==> config.mk <==
export PLATFORM = sky130hd
export DESIGN_NAME = usr_access_stamp
export DESIGN_NICKNAME = d
export VERILOG_FILES = /design/src/rtl/usr_access_stamp.sv
export SDC_FILE = /design/constraint.sdc
export NUM_CORES = 1
export LEC_CHECK = 0
export ABC_AREA = 0
export CORE_ASPECT_RATIO = 0.75
export CORE_MARGIN = 2
export CORE_UTILIZATION = 35
export CTS_CLUSTER_DIAMETER = 150
export DETAILED_ROUTE_END_ITERATION = 6
export RECOVER_POWER = 50
export SYNTH_ARGS = -nofsm -noshare
export SYNTH_HDL_FRONTEND = slang
export SYNTH_SLANG_ARGS = --single-unit
export TNS_END_PERCENT = 100
==> constraint.sdc <==
create_clock -name clock -period 5.5 [get_ports clock]
set_clock_uncertainty 0.05 [all_clocks]
set_input_delay 0.825 -clock clock [delete_from_list [all_inputs] [get_ports clock]]
set_output_delay 0.825 -clock clock [all_outputs]
set_load 0.05 [all_outputs]
==> src/rtl/usr_access_stamp.sv <==
// Brings the configuration user-access word into the system clock domain, qualifies it
// as a stable build stamp, decodes its timestamp fields and serves them over a read port.
module usr_access_stamp #(
    parameter int STABLE_CYCLES = 16
) (
    input  logic        clock,
    input  logic        reset_n,
    input  logic [31:0] usr_data,
    input  logic        usr_datavalid,
    input  logic        rd_req,
    input  logic [2:0]  rd_addr,
    output logic [31:0] rd_data,
    output logic        rd_ack,
    output logic        stamp_valid,
    output logic        stamp_changed,
    output logic [7:0]  glitch_count
);

    localparam int CW = $clog2(STABLE_CYCLES + 1);
    localparam logic [CW-1:0] CNT_LAST = CW'(STABLE_CYCLES - 1);

    typedef enum logic [1:0] {
        ST_WAIT   = 2'd0,
        ST_QUAL   = 2'd1,
        ST_LOCKED = 2'd2
    } state_t;

    // Two-flop synchronizer; the word only matters once it has been stable for a
    // long run, so a torn multi-bit capture simply restarts qualification.
    logic [31:0] sync1_data_q, s_data_q;
    logic        sync1_valid_q, s_valid_q;

    always_ff @(posedge clock) begin
        if (!reset_n) begin
            sync1_data_q  <= '0;
            s_data_q      <= '0;
            sync1_valid_q <= 1'b0;
            s_valid_q     <= 1'b0;
        end else begin
            sync1_data_q  <= usr_data;
            s_data_q      <= sync1_data_q;
            sync1_valid_q <= usr_datavalid;
            s_valid_q     <= sync1_valid_q;
        end
    end

    state_t        state_q;
    logic [31:0]   cand_q;
    logic [31:0]   stamp_q;
    logic [CW-1:0] cnt_q;
    logic          stamp_valid_q;
    logic          stamp_changed_q;
    logic          has_commit_q;
    logic [7:0]    glitch_q;

    always_ff @(posedge clock) begin
        if (!reset_n) begin
            state_q         <= ST_WAIT;
            cand_q          <= '0;
            stamp_q         <= '0;
            cnt_q           <= '0;
            stamp_valid_q   <= 1'b0;
            stamp_changed_q <= 1'b0;
            has_commit_q    <= 1'b0;
            glitch_q        <= '0;
        end else begin
            stamp_changed_q <= 1'b0;
            case (state_q)
                ST_WAIT: begin
                    if (s_valid_q) begin
                        cand_q  <= s_data_q;
                        cnt_q   <= CW'(1);
                        state_q <= ST_QUAL;
                    end
                end
                ST_QUAL: begin
                    if (!s_valid_q) begin
                        state_q <= ST_WAIT;
                        cnt_q   <= '0;
                    end else if (s_data_q != cand_q) begin
                        cand_q <= s_data_q;
                        cnt_q  <= CW'(1);
                        if (glitch_q != 8'hFF) begin
                            glitch_q <= glitch_q + 8'd1;
                        end
                    end else if (cnt_q == CNT_LAST) begin
                        stamp_q         <= cand_q;
                        stamp_valid_q   <= 1'b1;
                        has_commit_q    <= 1'b1;
                        stamp_changed_q <= has_commit_q && (cand_q != stamp_q);
                        state_q         <= ST_LOCKED;
                    end else begin
                        cnt_q <= cnt_q + CW'(1);
                    end
                end
                ST_LOCKED: begin
                    // A new word leaving LOCKED is a rebuild, not a glitch.
                    if (!s_valid_q) begin
                        state_q       <= ST_WAIT;
                        stamp_valid_q <= 1'b0;
                    end else if (s_data_q != stamp_q) begin
                        cand_q        <= s_data_q;
                        cnt_q         <= CW'(1);
                        stamp_valid_q <= 1'b0;
                        state_q       <= ST_QUAL;
                    end
                end
                default: state_q <= ST_WAIT;
            endcase
        end
    end

    logic [31:0] rd_data_d;

    always_comb begin
        rd_data_d = '0;
        case (rd_addr)
            3'd0: rd_data_d = stamp_q;
            3'd1: rd_data_d = {26'b0, stamp_q[5:0]};
            3'd2: rd_data_d = {26'b0, stamp_q[11:6]};
            3'd3: rd_data_d = {27'b0, stamp_q[16:12]};
            3'd4: rd_data_d = {27'b0, stamp_q[31:27]};
            3'd5: rd_data_d = {28'b0, stamp_q[26:23]};
            3'd6: rd_data_d = {20'b0, 12'd2000 + {6'b0, stamp_q[22:17]}};
            3'd7: rd_data_d = {16'b0, glitch_q, 5'b0, state_q, stamp_valid_q};
            default: rd_data_d = '0;
        endcase
    end

    logic [31:0] rd_data_q;
    logic        rd_ack_q;

    always_ff @(posedge clock) begin
        if (!reset_n) begin
            rd_data_q <= '0;
            rd_ack_q  <= 1'b0;
        end else begin
            rd_ack_q  <= rd_req;
            rd_data_q <= rd_req ? rd_data_d : '0;
        end
    end

    assign rd_data       = rd_data_q;
    assign rd_ack        = rd_ack_q;
    assign stamp_valid   = stamp_valid_q;
    assign stamp_changed = stamp_changed_q;
    assign glitch_count  = glitch_q;

endmodule

* Yosys cells after proc, flatten, opt, wreduce, memory -nomap -nowiden *
Index checks and enable logic that the tools add are counted.

storage, ports and cells
  bits in registers = 181
  latch bits = 0
  memory bits (writable) = 0
  ROM bits = 0
  input port bits = 39
  output and inout bits = 43
  logic and storage cells = 87
  memories kept = 0

cells by class
  add/subtract/negate cells = 3
  $mul = 0
  divide/modulo/power cells = 0
  order comparisons = 0
  eq/ne operators = 25
  shift operators = 0
  multiplexer cells = 27
  bitwise logic cells = 5
  reductions and logical operators = 13

operators with widths
  cell                     count
  $pmux W32 S8             1
  $mux W32                 5
  $ne A32 B32 Y1           3
  $pmux W32 S3             1
  $mux W5                  6
  $pmux W5 S3              1
  $ne A2 B2 Y1 const B     7
  $add A11 B6 Y12 const A  1
  $eq A3 B3 Y1 const B     4
  $mux W2                  6
  $reduce_and A4 Y1        3
  $reduce_and A5 Y1        2
  $ne A3 B3 Y1 const B     3
  $add A8 B1 Y8 const B    1
  $ne A8 B8 Y1 const B     1
  $eq A3 B2 Y1 const B     2
  $pmux W2 S3              1
  $reduce_and A6 Y1        1
  $add A5 B1 Y5 const B    1
  $eq A5 B4 Y1 const B     1
  $mux W1                  5
  $not A1 Y1               5
  $reduce_or A5 Y1         1
  $ne A4 B4 Y1 const B     1
  other kinds (10)         10

* Logic depth before layout (Yosys ltp) *
Gate-level depths: netlist (run 1).

  depth in word-level cells = 5
  depth in mapped cells = 10
  gate-level depth less buffers = 8

* Least setup slack after synthesis (run 1) *
Ideal clock, no wire load.

  path kind = reg2reg
  from = register glitch_q[0], in the netlist glitch_count[0]
  to = register glitch_q[2], in the netlist glitch_count[2]
  setup time = 0.116 ns
  arrival = 1.920 ns
  required time = 5.334 ns
  slack = 3.413 ns
  cell stages (with the launch flop) = 7
  buffers on the path = 0
  clock period less this slack = 2.087 ns
  cell sequence = dfxtp_1 > ha_1 > and3_1 > and3_1 > a211oi_2 > a211oi_1 > a41o_1

between the ends
  word-level cells in the longest chain between the ends = 2
  elaborated cells on any way between the ends = 3
  classes of those cells = 1 x add/sub; 1 x eq/ne; 1 x reduce/logical

RTL lines
  item                                                   line  text
  from (decl)                                            54    logic [7:0] glitch_q;
  from (signal assigned)                                 84    glitch_q <= glitch_q + 8'd1;
  branches (longest 2 deep; another with $add A8 B1 Y8)  n/a

Parallel ways; which one is timed is not known.
A chain may end at the register's enable or synchronous reset.

* Worst setup path in the final report (run 1) *
  from = register cand_q[28]
  to = register cand_q[10]

between the ends
  word-level cells in the longest chain between the ends = 3

RTL lines
  item                         line  text
  from (decl)                  48    logic [31:0] cand_q;
  from (signal assigned)       71    cand_q <= s_data_q;
  from (signal assigned)       81    cand_q <= s_data_q;
  from (signal assigned)       102   cand_q <= s_data_q;
  $ne A32 B32 Y1               80    end else if (s_data_q != cand_q) begin
  $ne A2 B2 Y1 (no line)       n/a
  $reduce_and A6 Y1 (no line)  n/a

No other way between the ends.

==> impl_metrics.prom, run 1 <==
# TYPE chip_impl_metric gauge
chip_impl_metric{name="max_slew_margin_vs_limit",unit="%"} -53.00
chip_impl_metric{name="worstSkewPairLatency",unit="ns"} 0.45
chip_impl_metric{name="synthesis.yosys.warnings",unit=""} 0
chip_impl_metric{name="p_comb_share",unit="%"} 5.8
chip_impl_metric{name="path_max_fanout",unit=""} 17
chip_impl_metric{name="tightestPinTransition",unit="ns"} 2.295
chip_impl_metric{name="worstHoldPathCells",unit=""} 1
chip_impl_metric{name="timing_hold_violations_final",unit=""} 0
chip_impl_metric{name="buffer_levels_on_the_longest_clock_path",unit=""} 2
chip_impl_metric{name="grt_first_pass_wirelength",unit="mm"} 29.46
chip_impl_metric{name="clkTransAtPathRegs",unit="ns"} 0.07
chip_impl_metric{name="grtUsageMet2",unit="%"} 23.95
chip_impl_metric{name="slew_viol_final",unit=""} 185
chip_impl_metric{name="gp_congestion",unit=""} 0.9326
chip_impl_info{name="timing.hold.worst.start",value="sync1_data_q[13]"} 1
chip_impl_metric{name="clockPowerShare",unit="%"} 44.0
chip_impl_metric{name="floorplan.rows",unit=""} 46
chip_impl_metric{name="ctsResizeCount",unit=""} 0
chip_impl_metric{name="cp_data_arrival_time",unit="ns"} 4.07
chip_impl_metric{name="total_nets_after_synthesis",unit=""} 842
chip_impl_metric{name="max_freq",unit="GHz"} 0.2625
chip_impl_metric{name="netSwitchingFraction",unit="%"} 24.54
chip_impl_metric{name="synth_area",unit="um^2"} 7395
chip_impl_metric{name="totalWireLength",unit="mm"} 18.93
chip_impl_metric{name="setup_viol",unit=""} 0
chip_impl_metric{name="synth-async-reset-ratio",unit="%"} 0
chip_impl_metric{name="die_outline_area",unit="um^2"} 22320
chip_impl_metric{name="hpwlAfterDp",unit="mm"} 13.51
chip_impl_metric{name="synth_seq_cells",unit=""} 181
chip_impl_metric{name="synthDistinctLibCells",unit=""} 45
chip_impl_info{name="violations",value="capacitance limit, slew limit"} 1
chip_impl_metric{name="final.min_clock_period",unit="ns"} 3.809
chip_impl_metric{name="synth.yosys.seq_area_share",unit="%"} 49.00
chip_impl_metric{name="fill_cells",unit=""} 2087
chip_impl_metric{name="numClockSinks",unit=""} 181
chip_impl_info{name="busiest_layer",value="met1"} 1
chip_impl_metric{name="hold_buffers",unit=""} 0
chip_impl_metric{name="seqPwrFrac",unit="%"} 50.3
chip_impl_metric{name="clock_tree.htree_level_count",unit=""} 4
chip_impl_metric{name="gr-usage-all-layers",unit="%"} 17.51
chip_impl_metric{name="peakVddDrop",unit="mV"} 0.1679
chip_impl_metric{name="total_switching_power",unit="uW"} 665.1
chip_impl_info{name="setup_repair_after_global_routing_missed_its_margin",value="false"} 1
chip_impl_metric{name="grt.met3_usage",unit="%"} 4.883
chip_impl_info{name="outcome",value="finished, violations left"} 1
chip_impl_info{name="synthTopCellsByCount",value="181 x sky130_fd_sc_hd__dfxtp_1, 150 x sky130_fd_sc_hd__nand2_1, 69 x sky130_fd_sc_hd__and2_1, 66 x sky130_fd_sc_hd__xnor2_1, 46 x sky130_fd_sc_hd__a21oi_1"} 1
chip_impl_metric{name="synth.avg_cell_area",unit="um^2"} 9.255
chip_impl_metric{name="pin_count_of_the_biggest_net_entering_global_routing",unit=""} 141
chip_impl_info{name="cts_tree",value="done"} 1
chip_impl_metric{name="drt-wirelength-per-cell",unit="um"} 16.29
chip_impl_metric{name="hold-worst-slack",unit="ns"} 0.3782
chip_impl_metric{name="grtUsageMet1",unit="%"} 25.96
chip_impl_metric{name="power_leakage",unit="nW"} 3.438
chip_impl_metric{name="totalNegativeSetupSlack",unit="ns"} 0
chip_impl_metric{name="netlist.area_leader.share",unit="%"} 49.00
chip_impl_metric{name="overflow",unit=""} 0
chip_impl_metric{name="power.density",unit="nW/um^2"} 303.0
chip_impl_info{name="synth.largest_area_cell",value="sky130_fd_sc_hd__dfxtp_1"} 1
chip_impl_metric{name="vias_per_cell",unit=""} 4.833
chip_impl_metric{name="cell_internal_power_dissipation",unit="mW"} 2.046
chip_impl_metric{name="cts_post_setup_buffers_inserted",unit=""} 0
chip_impl_metric{name="antenna_found_initial",unit=""} 0
chip_impl_metric{name="synth_edf_count",unit=""} 0
chip_impl_metric{name="post-layout-total-power",unit="mW"} 2.711
chip_impl_info{name="timing.rr.start",value="cand_q[28]"} 1
chip_impl_info{name="dominantRegCellSynth",value="sky130_fd_sc_hd__dfxtp_1"} 1
chip_impl_info{name="worst_setup_path_startpoint",value="cand_q[28]"} 1
chip_impl_metric{name="maxCapViolCount",unit=""} 3
chip_impl_info{name="path_class",value="reg -> reg"} 1
chip_impl_metric{name="antenna_violating_nets_post_route",unit=""} 0
chip_impl_metric{name="antenna_cells",unit=""} 0
chip_impl_metric{name="core_area",unit="um^2"} 20950
chip_impl_info{name="clk_root_buffer_cell",value="sky130_fd_sc_hd__clkbuf_16"} 1
chip_impl_metric{name="ff2ff_path_depth",unit=""} 7
chip_impl_info{name="synthMostInstantiatedCell",value="sky130_fd_sc_hd__dfxtp_1"} 1
chip_impl_info{name="cell_types_occupying_the_most_area_after_synthesis",value="sky130_fd_sc_hd__dfxtp_1 49%, sky130_fd_sc_hd__xnor2_1 7.8%, sky130_fd_sc_hd__nand2_1 7.6%"} 1
chip_impl_metric{name="netlist_instances",unit=""} 799
chip_impl_metric{name="die_width",unit="um"} 171.8
chip_impl_metric{name="layout-drive-gt1-share",unit="%"} 4.462
chip_impl_info{name="crit_end_element",value="register"} 1
chip_impl_metric{name="dr.first_iter.drc_count",unit=""} 598
chip_impl_info{name="worstSetupStartpointType",value="register"} 1
chip_impl_metric{name="ios",unit=""} 82
chip_impl_metric{name="chipHeight",unit="um"} 129.9
chip_impl_metric{name="post-route-drc-count",unit=""} 0
chip_impl_metric{name="finalNetCount",unit=""} 904
chip_impl_metric{name="vias",unit=""} 5616
chip_impl_metric{name="initial_utilization",unit="%"} 35.30
chip_impl_metric{name="timing.critical_path.required",unit="ns"} 5.76
chip_impl_metric{name="fin_crit_sh",unit="%"} 69.26
chip_impl_metric{name="first_pass_iters",unit=""} 6
chip_impl_metric{name="port_buffers",unit=""} 81
chip_impl_metric{name="first_global_vias",unit=""} 5286
chip_impl_info{name="hold_class",value="reg -> reg"} 1
chip_impl_metric{name="area.growth.synth_to_final",unit="%"} 21.00
chip_impl_metric{name="cts_made_buffers",unit=""} 17
## cells in the final DEF, fill, tap and decap left out, types with 4 or more instances in the layout
| cell type | count |
|---|---|
| sky130_fd_sc_hd__nor2_1 | 24 |
| sky130_fd_sc_hd__dfxtp_1 | 181 |
| sky130_fd_sc_hd__and2_1 | 54 |
| sky130_fd_sc_hd__nand4_1 | 22 |
| sky130_fd_sc_hd__mux2i_1 | 44 |
| sky130_fd_sc_hd__clkbuf_16 | 17 |
| sky130_fd_sc_hd__xor2_1 | 32 |
| sky130_fd_sc_hd__ha_1 | 4 |
| sky130_fd_sc_hd__nand2_1 | 150 |
| sky130_fd_sc_hd__dlygate4sd3_1 | 22 |
| sky130_fd_sc_hd__nor4_1 | 12 |
| sky130_fd_sc_hd__nand3_1 | 11 |
| sky130_fd_sc_hd__a21oi_1 | 46 |
| sky130_fd_sc_hd__inv_1 | 13 |
| sky130_fd_sc_hd__o21ai_0 | 11 |
| sky130_fd_sc_hd__inv_6 | 6 |
| sky130_fd_sc_hd__xnor2_1 | 66 |
| sky130_fd_sc_hd__and2_0 | 15 |
| sky130_fd_sc_hd__a211oi_1 | 4 |
| sky130_fd_sc_hd__buf_4 | 4 |
| sky130_fd_sc_hd__a22oi_1 | 6 |
| sky130_fd_sc_hd__clkdlybuf4s50_1 | 58 |
| sky130_fd_sc_hd__and3_1 | 25 |
## sequential cells by signal, indices dropped and copies added (netlist names)
name           cells
stamp_valid        1
stamp_q           32
cand_q            32
stamp_changed      1
rd_data           32
cnt_q              5
s_valid_q          1
sync1_valid_q      1
rd_ack             1
glitch_count       8
s_data_q          32
sync1_data_q      32
state_q            2
has_commit_q       1
## routing by layer
| layer | share of wire (%) | vias to the layer above |
|---|---|---|
| met2 | 38 | 221 |
| li1 | - | 2791 |
| met3 | 7.7 | 29 |
| met1 | 52 | 2575 |
| met4 | 2.1 | 0 |
| met5 | 0 | - |
## area by class of cell
cell class | count | area, um^2 | share of cell area (%)
inverter | 13 | 48.80 | 0.5454
sequential | 181 | 3623 | 40.50
clock inverter | 14 | 140.1 | 1.566
clock buffer | 18 | 429.2 | 4.797
timing repair buffer | 87 | 843.3 | 9.425
multi-input combinational | 561 | 3502 | 39.14
tap | 288 | 360.3 | 4.027
## power groups by stage
stage          combinational (mW)  clock, mW  sequential, mW
2_1_floorplan               0.102          0            1.39
3_3_place_gp                0.161          0            1.39
3_5_place_dp                0.160          0            1.39
4_1_cts                     0.161       1.22            1.36
5_1_grt                     0.172       1.27            1.36
6_report                    0.157       1.19            1.36
## critical path, cell delays in order, from the launching register on
cell,delay [ns]
sky130_fd_sc_hd__dfxtp_1,0.46
sky130_fd_sc_hd__xnor2_1,0.18
sky130_fd_sc_hd__nand4_1,0.12
sky130_fd_sc_hd__nor4_1,1.51
sky130_fd_sc_hd__a31oi_1,0.19
sky130_fd_sc_hd__o21a_1,0.58
sky130_fd_sc_hd__buf_4,0.40
sky130_fd_sc_hd__mux2i_1,0.16
## cell families after synthesis
group,count (synthesis),share of synthesized area (%)
AOI/OAI and AO/OA,92,7.750
xor gates and xnor gates,98,11.61
adders and majority gates,4,0.6768
buffers and inverters,57,3.367
DFF,181,49.00
muxes,44,5.956
and+or+nand+nor,323,21.64
## stage by stage
step / setup WS [ns] / cell area, um^2 / instances / utilization [%]
finish: 1.691 / 8947 / 1162 / 42.71
global placement: 2.568 / 8408 / 1130 / 40.13
CTS: 2.580 / 8977 / 1162 / 42.85
global route: 1.497 / 8947 / 1162 / 42.71
floorplan: 3.413 / 7395 / 799 / -
detailed placement: 2.587 / 8408 / 1130 / 40.13
## worst paths after layout
| path | endpoint | slack [ns] |
|---|---|---|
| worst min-delay path | s_data_q[13] | 0.38 |
| worst max-delay path | cand_q[10] | 1.69 |
| worst max register to register | cand_q[10] | 1.69 |
| worst min register to register | s_data_q[13] | 0.38 |
Note: power is estimated with default switching activity, not from simulation.
==> inputs of run 2 (changes only) <==
Clock period 5.5 ns to 3.1 ns, I/O delays scaled along.
==> run 2 against run 1 <==
The run now ends clean. Global-route usage rose by 0.25 points. Sequential share of layout area decreased by 0.75 points. Sequential cell count unchanged. Routed wire length is 0.46% higher. Non-clock buffer count is 11 higher. Die area unchanged. Maximum frequency up 46%. Sequential power rose by 78%. Clock power is 90% higher. Total power increased by 83%. Final area increased by 1.9%. Final cell count rose by 0.95%. Critical endpoint is now cand_q[0]. Largest power group unchanged. Highest routed layer unchanged.
==> impl_metrics.prom, run 2 (synthesis gave the netlist of run 1 again) <==
# TYPE chip_impl_metric gauge
chip_impl_metric{name="cts_post_setup_buffers_inserted",unit=""} 0
chip_impl_metric{name="ctsResizeCount",unit=""} 0
chip_impl_metric{name="core_area",unit="um^2"} 20950
chip_impl_info{name="cts_tree",value="done"} 1
chip_impl_metric{name="buffer_levels_on_the_longest_clock_path",unit=""} 2
chip_impl_metric{name="finish.utilization",unit="%"} 43.51
chip_impl_info{name="outcome",value="complete, no violations"} 1
chip_impl_metric{name="peakVddDrop",unit="mV"} 0.2570
chip_impl_metric{name="pin_count_of_the_biggest_net_entering_global_routing",unit=""} 147
chip_impl_metric{name="cell_internal_power_dissipation",unit="mW"} 3.831
chip_impl_metric{name="first_global_vias",unit=""} 5288
chip_impl_metric{name="final.min_clock_period",unit="ns"} 2.612
chip_impl_metric{name="clkTransAtPathRegs",unit="ns"} 0.07
chip_impl_metric{name="path_max_fanout",unit=""} 32
chip_impl_metric{name="tightestPinTransition",unit="ns"} 0.7501
chip_impl_info{name="path_class",value="reg -> reg"} 1
chip_impl_metric{name="port_buffers",unit=""} 81
chip_impl_metric{name="totalWireLength",unit="mm"} 19.02
chip_impl_info{name="clk_root_buffer_cell",value="sky130_fd_sc_hd__clkbuf_16"} 1
chip_impl_metric{name="antenna_violating_nets_post_route",unit=""} 0
chip_impl_metric{name="fin_crit_sh",unit="%"} 84.25
chip_impl_metric{name="overflow",unit=""} 0
chip_impl_metric{name="netSwitchingFraction",unit="%"} 22.67
chip_impl_metric{name="initial_utilization",unit="%"} 35.30
chip_impl_metric{name="dr.first_iter.drc_count",unit=""} 441
chip_impl_info{name="worstSetupStartpointType",value="register"} 1
chip_impl_metric{name="first_pass_iters",unit=""} 5
chip_impl_metric{name="ios",unit=""} 82
chip_impl_metric{name="max_freq",unit="GHz"} 0.3829
chip_impl_metric{name="grt_first_pass_wirelength",unit="mm"} 29.74
chip_impl_metric{name="timing_hold_violations_final",unit=""} 0
chip_impl_metric{name="setup_viol",unit=""} 0
chip_impl_metric{name="cp_data_arrival_time",unit="ns"} 2.85
chip_impl_metric{name="clockPowerShare",unit="%"} 45.6
chip_impl_info{name="setup_repair_after_global_routing_missed_its_margin",value="false"} 1
chip_impl_metric{name="gp_congestion",unit=""} 0.9550
chip_impl_metric{name="max_slew_margin_vs_limit",unit="%"} 49.83
chip_impl_metric{name="floorplan.rows",unit=""} 46
chip_impl_metric{name="vias",unit=""} 5657
chip_impl_metric{name="worstSkewPairLatency",unit="ns"} 0.43
chip_impl_metric{name="gr-usage-all-layers",unit="%"} 17.75
chip_impl_metric{name="clock_tree.htree_level_count",unit=""} 4
chip_impl_info{name="crit_end_element",value="register"} 1
chip_impl_metric{name="chipHeight",unit="um"} 129.9
chip_impl_info{name="layout_commonest_cell",value="sky130_fd_sc_hd__dfxtp_1"} 1
chip_impl_metric{name="numClockSinks",unit=""} 181
chip_impl_metric{name="power.density",unit="nW/um^2"} 543.4
chip_impl_metric{name="totalNegativeSetupSlack",unit="ns"} 0
chip_impl_metric{name="finalNetCount",unit=""} 915
chip_impl_metric{name="post-layout-total-power",unit="mW"} 4.954
chip_impl_metric{name="cts_made_buffers",unit=""} 17
chip_impl_metric{name="antenna_found_initial",unit=""} 1
chip_impl_metric{name="seqPwrFrac",unit="%"} 48.8
chip_impl_metric{name="hold_buffers",unit=""} 0
chip_impl_metric{name="hold-worst-slack",unit="ns"} 0.3856
chip_impl_metric{name="vias_per_cell",unit=""} 4.823
chip_impl_info{name="hold_class",value="reg -> reg"} 1
chip_impl_info{name="top_library_cells_by_usage_in_the_layout_fill_and_taps_aside",value="181 x sky130_fd_sc_hd__dfxtp_1, 150 x sky130_fd_sc_hd__nand2_1, 66 x sky130_fd_sc_hd__xnor2_1"} 1
chip_impl_metric{name="hpwlAfterDp",unit="mm"} 13.71
chip_impl_metric{name="area.growth.synth_to_final",unit="%"} 23.28
chip_impl_metric{name="dpl_cell_area",unit="um^2"} 8503
chip_impl_metric{name="slew_viol_final",unit=""} 0
chip_impl_metric{name="final_area",unit="um^2"} 9116
chip_impl_metric{name="total_switching_power",unit="mW"} 1.123
chip_impl_metric{name="post-route-drc-count",unit=""} 0
chip_impl_metric{name="power_leakage",unit="nW"} 3.516
chip_impl_metric{name="die_width",unit="um"} 171.8
chip_impl_metric{name="p_comb_share",unit="%"} 5.7
chip_impl_metric{name="die_outline_area",unit="um^2"} 22320
chip_impl_metric{name="layout-drive-gt1-share",unit="%"} 5.876
chip_impl_metric{name="antenna_cells",unit=""} 0
chip_impl_metric{name="timing.critical_path.required",unit="ns"} 3.34
chip_impl_metric{name="maxCapViolCount",unit=""} 0
chip_impl_metric{name="drt-wirelength-per-cell",unit="um"} 16.21
[run 2: cell types whose count changed in the layout (fill, tap and decap cells not counted), sizes merged]
| cell | delta |
|---|---|
| clkinvlp | -1 |
| clkinv | -2 |
| dlygate4sd3 | -3 |
| inv | -1 |
| bufinv | +2 |
| clkdlybuf4s50 | +3 |
| buf | +12 |
| clkbuf | +1 |
[run 2: final cells by class]
cell class	instances	area, um^2
Inverter	13	48.80
Clock buffer	20	456.7
Multi-Input combinational cell	561	3522
Tap cell	288	360.3
Fill cell	2100	11830
Sequential cell	181	3623
Timing Repair Buffer	98	940.9
Clock inverter	12	163.9
[run 2: routing by layer]
layer  track usage (%)  share of wire (%)
met1             26.27                 50
met2             24.64                 40
met3             4.762                8.5
met4             6.228                2.1
met5                 0                  0
[run 2: metrics by stage]
stage	setup slack, ns	cells
2_1_floorplan	1.013	799
3_3_place_gp	0.6272	1141
3_5_place_dp	0.5741	1141
4_1_cts	0.5697	1173
5_1_grt	0.3468	1173
6_report	0.4884	1173
[run 2: final timing paths]
path	from	end	slack, ns	cells after the start
hold reg to reg	sync1_data_q[30]	s_data_q[30]	0.39	1
setup / recovery	stamp_q[15]	cand_q[0]	0.49	7
hold / removal	sync1_data_q[30]	s_data_q[30]	0.39	1
setup reg to reg	stamp_q[15]	cand_q[0]	0.49	7
[run 2: power groups by stage]
stage          sequential [mW]  clock, mW  combinational, mW
2_1_floorplan             2.46          0              0.181
3_5_place_dp              2.47          0              0.286
5_1_grt                   2.42       2.40              0.309
4_1_cts                   2.41       2.31              0.287
6_report                  2.42       2.26              0.282
3_3_place_gp              2.47          0              0.285
[run 2: worst max-delay path: stages, from the launching register on]
cell,delay (ns)
sky130_fd_sc_hd__dfxtp_1,0.41
sky130_fd_sc_hd__xnor2_1,0.46
sky130_fd_sc_hd__nand4_1,0.19
sky130_fd_sc_hd__nor4_1,0.42
sky130_fd_sc_hd__a21oi_1,0.19
sky130_fd_sc_hd__o21a_1,0.22
sky130_fd_sc_hd__buf_4,0.30
sky130_fd_sc_hd__mux2i_1,0.19
